$ cat config.mk
export PLATFORM = sky130hd
export DESIGN_NAME = mem_port_arbiter
export DESIGN_NICKNAME = d
export VERILOG_FILES = /design/src/rtl/mem_port_arbiter.sv
export SDC_FILE = /design/constraint.sdc
export NUM_CORES = 1
export LEC_CHECK = 0
export CAP_MARGIN = 20
export CORE_ASPECT_RATIO = 1.2
export CORE_MARGIN = 2
export CORE_UTILIZATION = 41
export CTS_CLUSTER_SIZE = 30
export DETAILED_ROUTE_END_ITERATION = 10
export PLACE_DENSITY = 0.86
export SYNTH_ARGS = -nofsm -noshare
export SYNTH_HDL_FRONTEND = slang
export SYNTH_SLANG_ARGS = --single-unit
$ cat constraint.sdc
create_clock -name Clk -period 2.12 [get_ports Clk]
set_clock_uncertainty 0.15 [all_clocks]
set_input_delay 0.424 -clock Clk [delete_from_list [all_inputs] [get_ports Clk]]
set_output_delay 0.424 -clock Clk [all_outputs]
set_load 0.01 [all_outputs]
$ cat src/rtl/mem_port_arbiter.sv
// mem_port_arbiter: serialises fetch and data accesses onto one memory port with starvation limit and timeout abort
module mem_port_arbiter #(
   parameter int AW         = 32,
   parameter int DW         = 32,
   parameter int STARVE_LIM = 4,
   parameter int TIMEOUT    = 16
) (
   input  logic          Clk,
   input  logic          Rst,
   input  logic          if_req,
   input  logic [AW-1:0] if_addr,
   output logic          if_ready,
   output logic [DW-1:0] if_rdata,
   input  logic          d_req,
   input  logic          d_we,
   input  logic [AW-1:0] d_addr,
   input  logic [DW-1:0] d_wdata,
   output logic          d_ready,
   output logic [DW-1:0] d_rdata,
   output logic          mem_req,
   output logic          mem_we,
   output logic [AW-1:0] mem_addr,
   output logic [DW-1:0] mem_wdata,
   input  logic [DW-1:0] mem_rdata,
   input  logic          mem_ready,
   output logic          bus_err,
   output logic          busy
);
   localparam int SW = $clog2(STARVE_LIM + 1);
   localparam int TW = $clog2(TIMEOUT);
   localparam logic [SW-1:0] S_MAX = SW'(STARVE_LIM);
   localparam logic [TW-1:0] T_MAX = TW'(TIMEOUT - 1);
   typedef enum logic [1:0] {IDLE, BUSY_I, BUSY_D, DONE} state_t;
   state_t state, state_nx;
   logic [SW-1:0] streak;
   logic [TW-1:0] wcnt;
   logic in_busy, grant_i, grant_d, abort, finish;
   always_comb begin
      in_busy  = state == BUSY_I || state == BUSY_D;
      grant_i  = state == IDLE && if_req && (!d_req || streak == S_MAX);
      grant_d  = state == IDLE && d_req && !grant_i;
      abort    = !mem_ready && wcnt == T_MAX;
      finish   = in_busy && (mem_ready || abort);
      state_nx = grant_i ? BUSY_I : grant_d ? BUSY_D : finish ? DONE : state == DONE ? IDLE : state;
   end
   always_ff @(posedge Clk or negedge Rst) begin
      if (!Rst) state <= IDLE;
      else state <= state_nx;
   end
   always_ff @(posedge Clk or negedge Rst) begin
      if (!Rst) begin
         streak    <= '0;
         wcnt      <= '0;
         if_ready  <= 1'b0;
         if_rdata  <= '0;
         d_ready   <= 1'b0;
         d_rdata   <= '0;
         mem_req   <= 1'b0;
         mem_we    <= 1'b0;
         mem_addr  <= '0;
         mem_wdata <= '0;
         bus_err   <= 1'b0;
         busy      <= 1'b0;
      end else begin
         if_ready <= finish && state == BUSY_I;
         d_ready  <= finish && state == BUSY_D;
         busy     <= state_nx != IDLE;
         if (state == IDLE)
            streak <= (grant_i || !if_req) ? '0 : (grant_d && streak != S_MAX) ? streak + SW'(1) : streak;
         if (grant_i || grant_d) begin
            mem_req   <= 1'b1;
            mem_we    <= grant_d && d_we;
            mem_addr  <= grant_d ? d_addr : if_addr;
            mem_wdata <= grant_d ? d_wdata : '0;
            wcnt      <= '0;
         end
         if (in_busy && !finish) wcnt <= wcnt + TW'(1);
         if (finish) begin
            mem_req <= 1'b0;
            mem_we  <= 1'b0;
            bus_err <= bus_err | abort;
            if (state == BUSY_I) if_rdata <= abort ? '0 : mem_rdata;
            else d_rdata <= (abort || mem_we) ? '0 : mem_rdata;
         end
      end
   end
endmodule
==> report_table.html <==
<table>
<tr><th>Metric</th><th>Value</th></tr>
<tr><th colspan="2">Floorplan</th></tr>
<tr><td>Vertical die dimension</td><td>132.7 um</td></tr>
<tr><td>Effective utilization at floorplan</td><td>0.4149</td></tr>
<tr><td>Total Die Area</td><td>0.01477 sq mm</td></tr>
<tr><td>Die extent in x</td><td>111.3 um</td></tr>
<tr><td>Core ar.</td><td>0.01364 sq mm</td></tr>
<tr><td>Top-Level Pins</td><td>268</td></tr>
<tr><td>Count of standard-cell rows</td><td>47</td></tr>
<tr><th colspan="2">Synth</th></tr>
<tr><td>Ys flop type</td><td>sky130_fd_sc_hd__dfrtp_1</td></tr>
<tr><td>Post-synthesis cell area</td><td>0.005660 sq mm</td></tr>
<tr><td>Dominant combinational cell family by area after synthesis</td><td>compound AO/OA/AOI/OAI gates</td></tr>
<tr><td>Synth Area per Inst</td><td>13.77 sq um</td></tr>
<tr><td>Number of warnings issued by yosys</td><td>0</td></tr>
<tr><td>Post-synthesis adder-cell area fraction</td><td>0.01547</td></tr>
<tr><td>Largest cells by area after synthesis</td><td>sky130_fd_sc_hd__dfrtp_1 (63%), sky130_fd_sc_hd__a32o_1 (11%), sky130_fd_sc_hd__a221o_1 (5.7%)</td></tr>
<tr><td>Seq/Total Area, Yosys</td><td>0.6322</td></tr>
<tr><td>Post-Synthesis Net Count</td><td>552</td></tr>
<tr><td>Area fraction in compound gates after synthesis</td><td>0.2443</td></tr>
<tr><td>Post-synthesis cell type count</td><td>34</td></tr>
<tr><td>Post-synthesis mux area share</td><td>0.001768</td></tr>
<tr><td>FFs w/ async S/R, synth</td><td>1.000</td></tr>
<tr><td>Proportion of netlist area held by the largest area contributor</td><td>0.6322</td></tr>
<tr><td>Simple-gate share of the synthesized area</td><td>0.06477</td></tr>
<tr><td>Register bit total from synthesis</td><td>143</td></tr>
<tr><td>Most area-hungry cell type in the Yosys netlist</td><td>sky130_fd_sc_hd__dfrtp_1</td></tr>
<tr><td>Xor/xnor share of the synthesized area</td><td>0</td></tr>
<tr><td>Post-Synthesis Cells</td><td>411</td></tr>
<tr><td>EDFF count, synth</td><td>0</td></tr>
<tr><th colspan="2">Timing</th></tr>
<tr><td>Number of hold-slack violations in the final timing report</td><td>0</td></tr>
<tr><td>Actual transition at the worst max-transition pin</td><td>0.6341 ns</td></tr>
<tr><td>Fmax</td><td>505.3 MHz</td></tr>
<tr><td>Total negative setup slack</td><td>0 ns</td></tr>
<tr><td>Period utilization</td><td>0.9335</td></tr>
<tr><td>Max-slew violation count</td><td>0</td></tr>
<tr><td>Unrepaired setup endpoints after global routing</td><td>false</td></tr>
<tr><td>Setup WS post-layout</td><td>0.1409 ns</td></tr>
<tr><td>Slew Limit Headroom</td><td>0.5773</td></tr>
<tr><td>Shortest period the worst path allows</td><td>1.979 ns</td></tr>
<tr><td>Final-report setup violation count</td><td>0</td></tr>
<tr><th colspan="2">Layout</th></tr>
<tr><td>Final instance area</td><td>0.009168 sq mm</td></tr>
<tr><td>Most common cell after layout, fill and taps aside</td><td>sky130_fd_sc_hd__clkdlybuf4s50_1</td></tr>
<tr><td>Ratio of cells with drive above 1 in the final layout</td><td>0.08273</td></tr>
<tr><td>Commonest cells after routing, fill and taps aside</td><td>sky130_fd_sc_hd__clkdlybuf4s50_1 (265), sky130_fd_sc_hd__dfrtp_1 (143), sky130_fd_sc_hd__a32o_1 (63)</td></tr>
<tr><td>Area overhead of the layout relative to synthesis</td><td>61.96%</td></tr>
<tr><td>Number of nets in the layout</td><td>817</td></tr>
<tr><td>Layout filler cell count</td><td>991</td></tr>
<tr><td>Multi-input gate area in the final layout</td><td>0.001858 sq mm</td></tr>
<tr><td>Number of antenna cells inserted</td><td>0</td></tr>
<tr><td>FF+latch area</td><td>0.003578 sq mm</td></tr>
<tr><th colspan="2">Power</th></tr>
<tr><td>Net switching power</td><td>4.713 mW</td></tr>
<tr><td>Lkg Pwr</td><td>3.918 nW</td></tr>
<tr><td>Power density over the cells</td><td>1508 mW/mm^2</td></tr>
<tr><td>Sw Ratio</td><td>0.3409</td></tr>
<tr><td>Largest vdd supply drop</td><td>0.7047 mV</td></tr>
<tr><td>Sequential share of power</td><td>0.337</td></tr>
<tr><td>Power share of the combinational group</td><td>0.459</td></tr>
<tr><td>Clock Power Share</td><td>0.204</td></tr>
<tr><td>Internal power summed over all cells</td><td>9.112 mW</td></tr>
<tr><th colspan="2">Route</th></tr>
<tr><td>Number of remaining DRC errors</td><td>0</td></tr>
<tr><td>Routed WL per cell</td><td>19.64 um</td></tr>
<tr><td>Number of search-and-repair iterations in the first detailed-routing pass</td><td>5</td></tr>
<tr><td>Per-cell via count in the routed design</td><td>5.634</td></tr>
<tr><td>Detailed Route WL</td><td>16890 um</td></tr>
<tr><td>Vias after detailed routing</td><td>4845</td></tr>
<tr><td>1st-iter DRT viols</td><td>436</td></tr>
<tr><td>Antenna Nets Post-Route</td><td>0</td></tr>
<tr><th colspan="2">Clock network</th></tr>
<tr><td>Number of gates resized after cts</td><td>0</td></tr>
<tr><td>Clock slew at reported path FFs</td><td>0.06 ns</td></tr>
<tr><td>CTS sink count</td><td>143</td></tr>
<tr><td>Number of buffers between clock root and the deepest sink</td><td>2</td></tr>
<tr><td>Setup repair bufs after CTS</td><td>0</td></tr>
<tr><td>Clock buffer count from CTS</td><td>17</td></tr>
<tr><td>Insertion delay to the later sink of the worst-skew pair</td><td>0.40 ns</td></tr>
<tr><td>Clock tree from TritonCTS</td><td>done</td></tr>
<tr><td>CTS hold repair buffers</td><td>1</td></tr>
<tr><td>Number of H-tree branching levels</td><td>4</td></tr>
<tr><td>Master cell of the clock root buffer</td><td>sky130_fd_sc_hd__clkbuf_16</td></tr>
<tr><th colspan="2">Critical path</th></tr>
<tr><td>Number of buffer and inverter stages on the critical path</td><td>1</td></tr>
<tr><td>Cell chain of the critical path</td><td>clkdlybuf4s50_1</td></tr>
<tr><td>Crit path max fanout</td><td>3</td></tr>
<tr><td>Data arrival time of the critical path</td><td>1.41 ns</td></tr>
<tr><td>Type of the setup path with the least slack</td><td>reg2out</td></tr>
<tr><td>Max stage delay on crit path</td><td>0.59 ns</td></tr>
<tr><td>Category of the worst setup path launch point</td><td>register</td></tr>
<tr><td>Worst Setup End Kind</td><td>output port</td></tr>
<tr><td>Gate family responsible for the most delay along the worst path</td><td>buffers and inverters</td></tr>
<tr><td>Worst endpoint required time</td><td>1.55 ns</td></tr>
<tr><td>Slowest cell on the critical path</td><td>sky130_fd_sc_hd__clkdlybuf4s50_1</td></tr>
<tr><th colspan="2">Global routing</th></tr>
<tr><td>Met1 Track Usage GR</td><td>0.2714</td></tr>
<tr><td>Global router's overall resource usage</td><td>0.2245</td></tr>
<tr><td>Number of global-route vias before repair</td><td>5139</td></tr>
<tr><td>Number of antenna violations at the first check in global routing</td><td>0</td></tr>
<tr><td>Largest net degree at the start of global routing</td><td>64</td></tr>
<tr><td>Remaining Overflow, GRT</td><td>0</td></tr>
<tr><td>Most Used Layer, Global Route</td><td>met2</td></tr>
<tr><td>Met2 track utilization from global routing</td><td>0.3821</td></tr>
<tr><td>Met3 Use GR</td><td>0.06138</td></tr>
<tr><td>Global-route wire length before repair</td><td>26420 um</td></tr>
<tr><th colspan="2">Place</th></tr>
<tr><td>Routability-driven placement congestion ratio</td><td>0.8432</td></tr>
<tr><td>Cell area reported after detailed placement</td><td>0.008592 sq mm</td></tr>
<tr><td>Buffers on Ports</td><td>267</td></tr>
<tr><td>Setup WS pre-CTS</td><td>0.05472 ns</td></tr>
<tr><td>Detailed placer's ending HPWL</td><td>11960 um</td></tr>
<tr><th colspan="2">Outcome</th></tr>
<tr><td>Status</td><td>complete, no violations</td></tr>
<tr><th colspan="2">Worst hold path</th></tr>
<tr><td>Worst hold-check path type</td><td>in2reg</td></tr>
<tr><th colspan="2">Run</th></tr>
<tr><td>Max-capacitance violation count</td><td>0</td></tr>
</table>
[cell families (layout without fill, tap and decap cells)]
group | Yosys count | in the layout
multiplexers | 1 | 1
buffers and inverters | 50 | 328
flip-flops | 143 | 143
AO/OA/AOI/OAI | 147 | 147
adder cells (fa/ha/maj) | 7 | 7
AND/OR/NAND/NOR | 63 | 63
[registers in the layout (all words and copies together), names as in the netlist]
name / cells
state: 2
d_rdata: 32
wcnt: 4
if_ready: 1
streak: 3
mem_addr: 32
if_rdata: 32
mem_req: 1
mem_we: 1
mem_wdata: 32
bus_err: 1
d_ready: 1
busy: 1
[metrics by stage]
step	util	power [mW]	cells	hold slack, ns
2_1_floorplan	-	7.615	411	-0.02159
3_3_place_gp	0.6298	10.75	827	0.1997
3_5_place_dp	0.6298	11.08	827	0.2059
4_1_cts	0.6720	13.96	860	0.2933
5_1_grt	0.6720	14.55	860	0.3373
6_report	0.6720	13.82	860	0.3180
[power by group through the flow]
stage	clock network [mW]	registers [mW]	logic, mW
after floorplan	0	5.07	2.55
after global placement	0	4.61	6.14
after detailed placement	0	4.66	6.42
after CTS	2.88	4.65	6.42
after global routing	3.01	4.79	6.75
final	2.82	4.65	6.35
[Yosys cell counts (all sizes together), types with 2 or more instances]
cell type / number
clkbuf: 14
dfrtp: 143
a31o: 2
and2: 37
a22o: 34
inv: 10
a221o: 32
and3: 3
a21oi: 3
o31ai: 2
nand2: 6
o211ai: 4
ha: 7
nand3: 6
nor2: 5
nand2b: 3
a32o: 63
buf: 26
[layout make-up]
class	instances	area share
Tap cell	171	0.02334
Sequential cell	143	0.3903
Multi-Input combinational cell	218	0.2027
Inverter	10	0.004094
Clock inverter	15	0.01529
Clock buffer	17	0.04640
Timing Repair Buffer	286	0.3179
[layer usage]
layer | wire, um | part of all wire
met5 | 0 | 0
met4 | 453 | 0.027
met3 | 1254 | 0.074
met2 | 8612 | 0.51
met1 | 6571 | 0.39
[final timing paths]
kind	cells past startpoint	endpoint	slack, ns	start
setup / recovery	1	mem_we	0.14	mem_we$_DFFE_PN0P_
hold / removal	3	d_ready$_DFF_PN0_	0.32	mem_ready
setup reg to reg	6	mem_addr[2]$_DFFE_PN0P_	0.25	state[0]$_DFF_PN0_
hold reg to reg	1	bus_err$_DFFE_PN0N_	0.33	bus_err$_DFFE_PN0N_
max in group asynchronous	3	d_rdata[11]$_DFFE_PN0P_	0.91	Rst
min in group asynchronous	2	if_rdata[30]$_DFFE_PN0P_	0.35	Rst
Note: power is estimated with default switching activity, not from simulation.
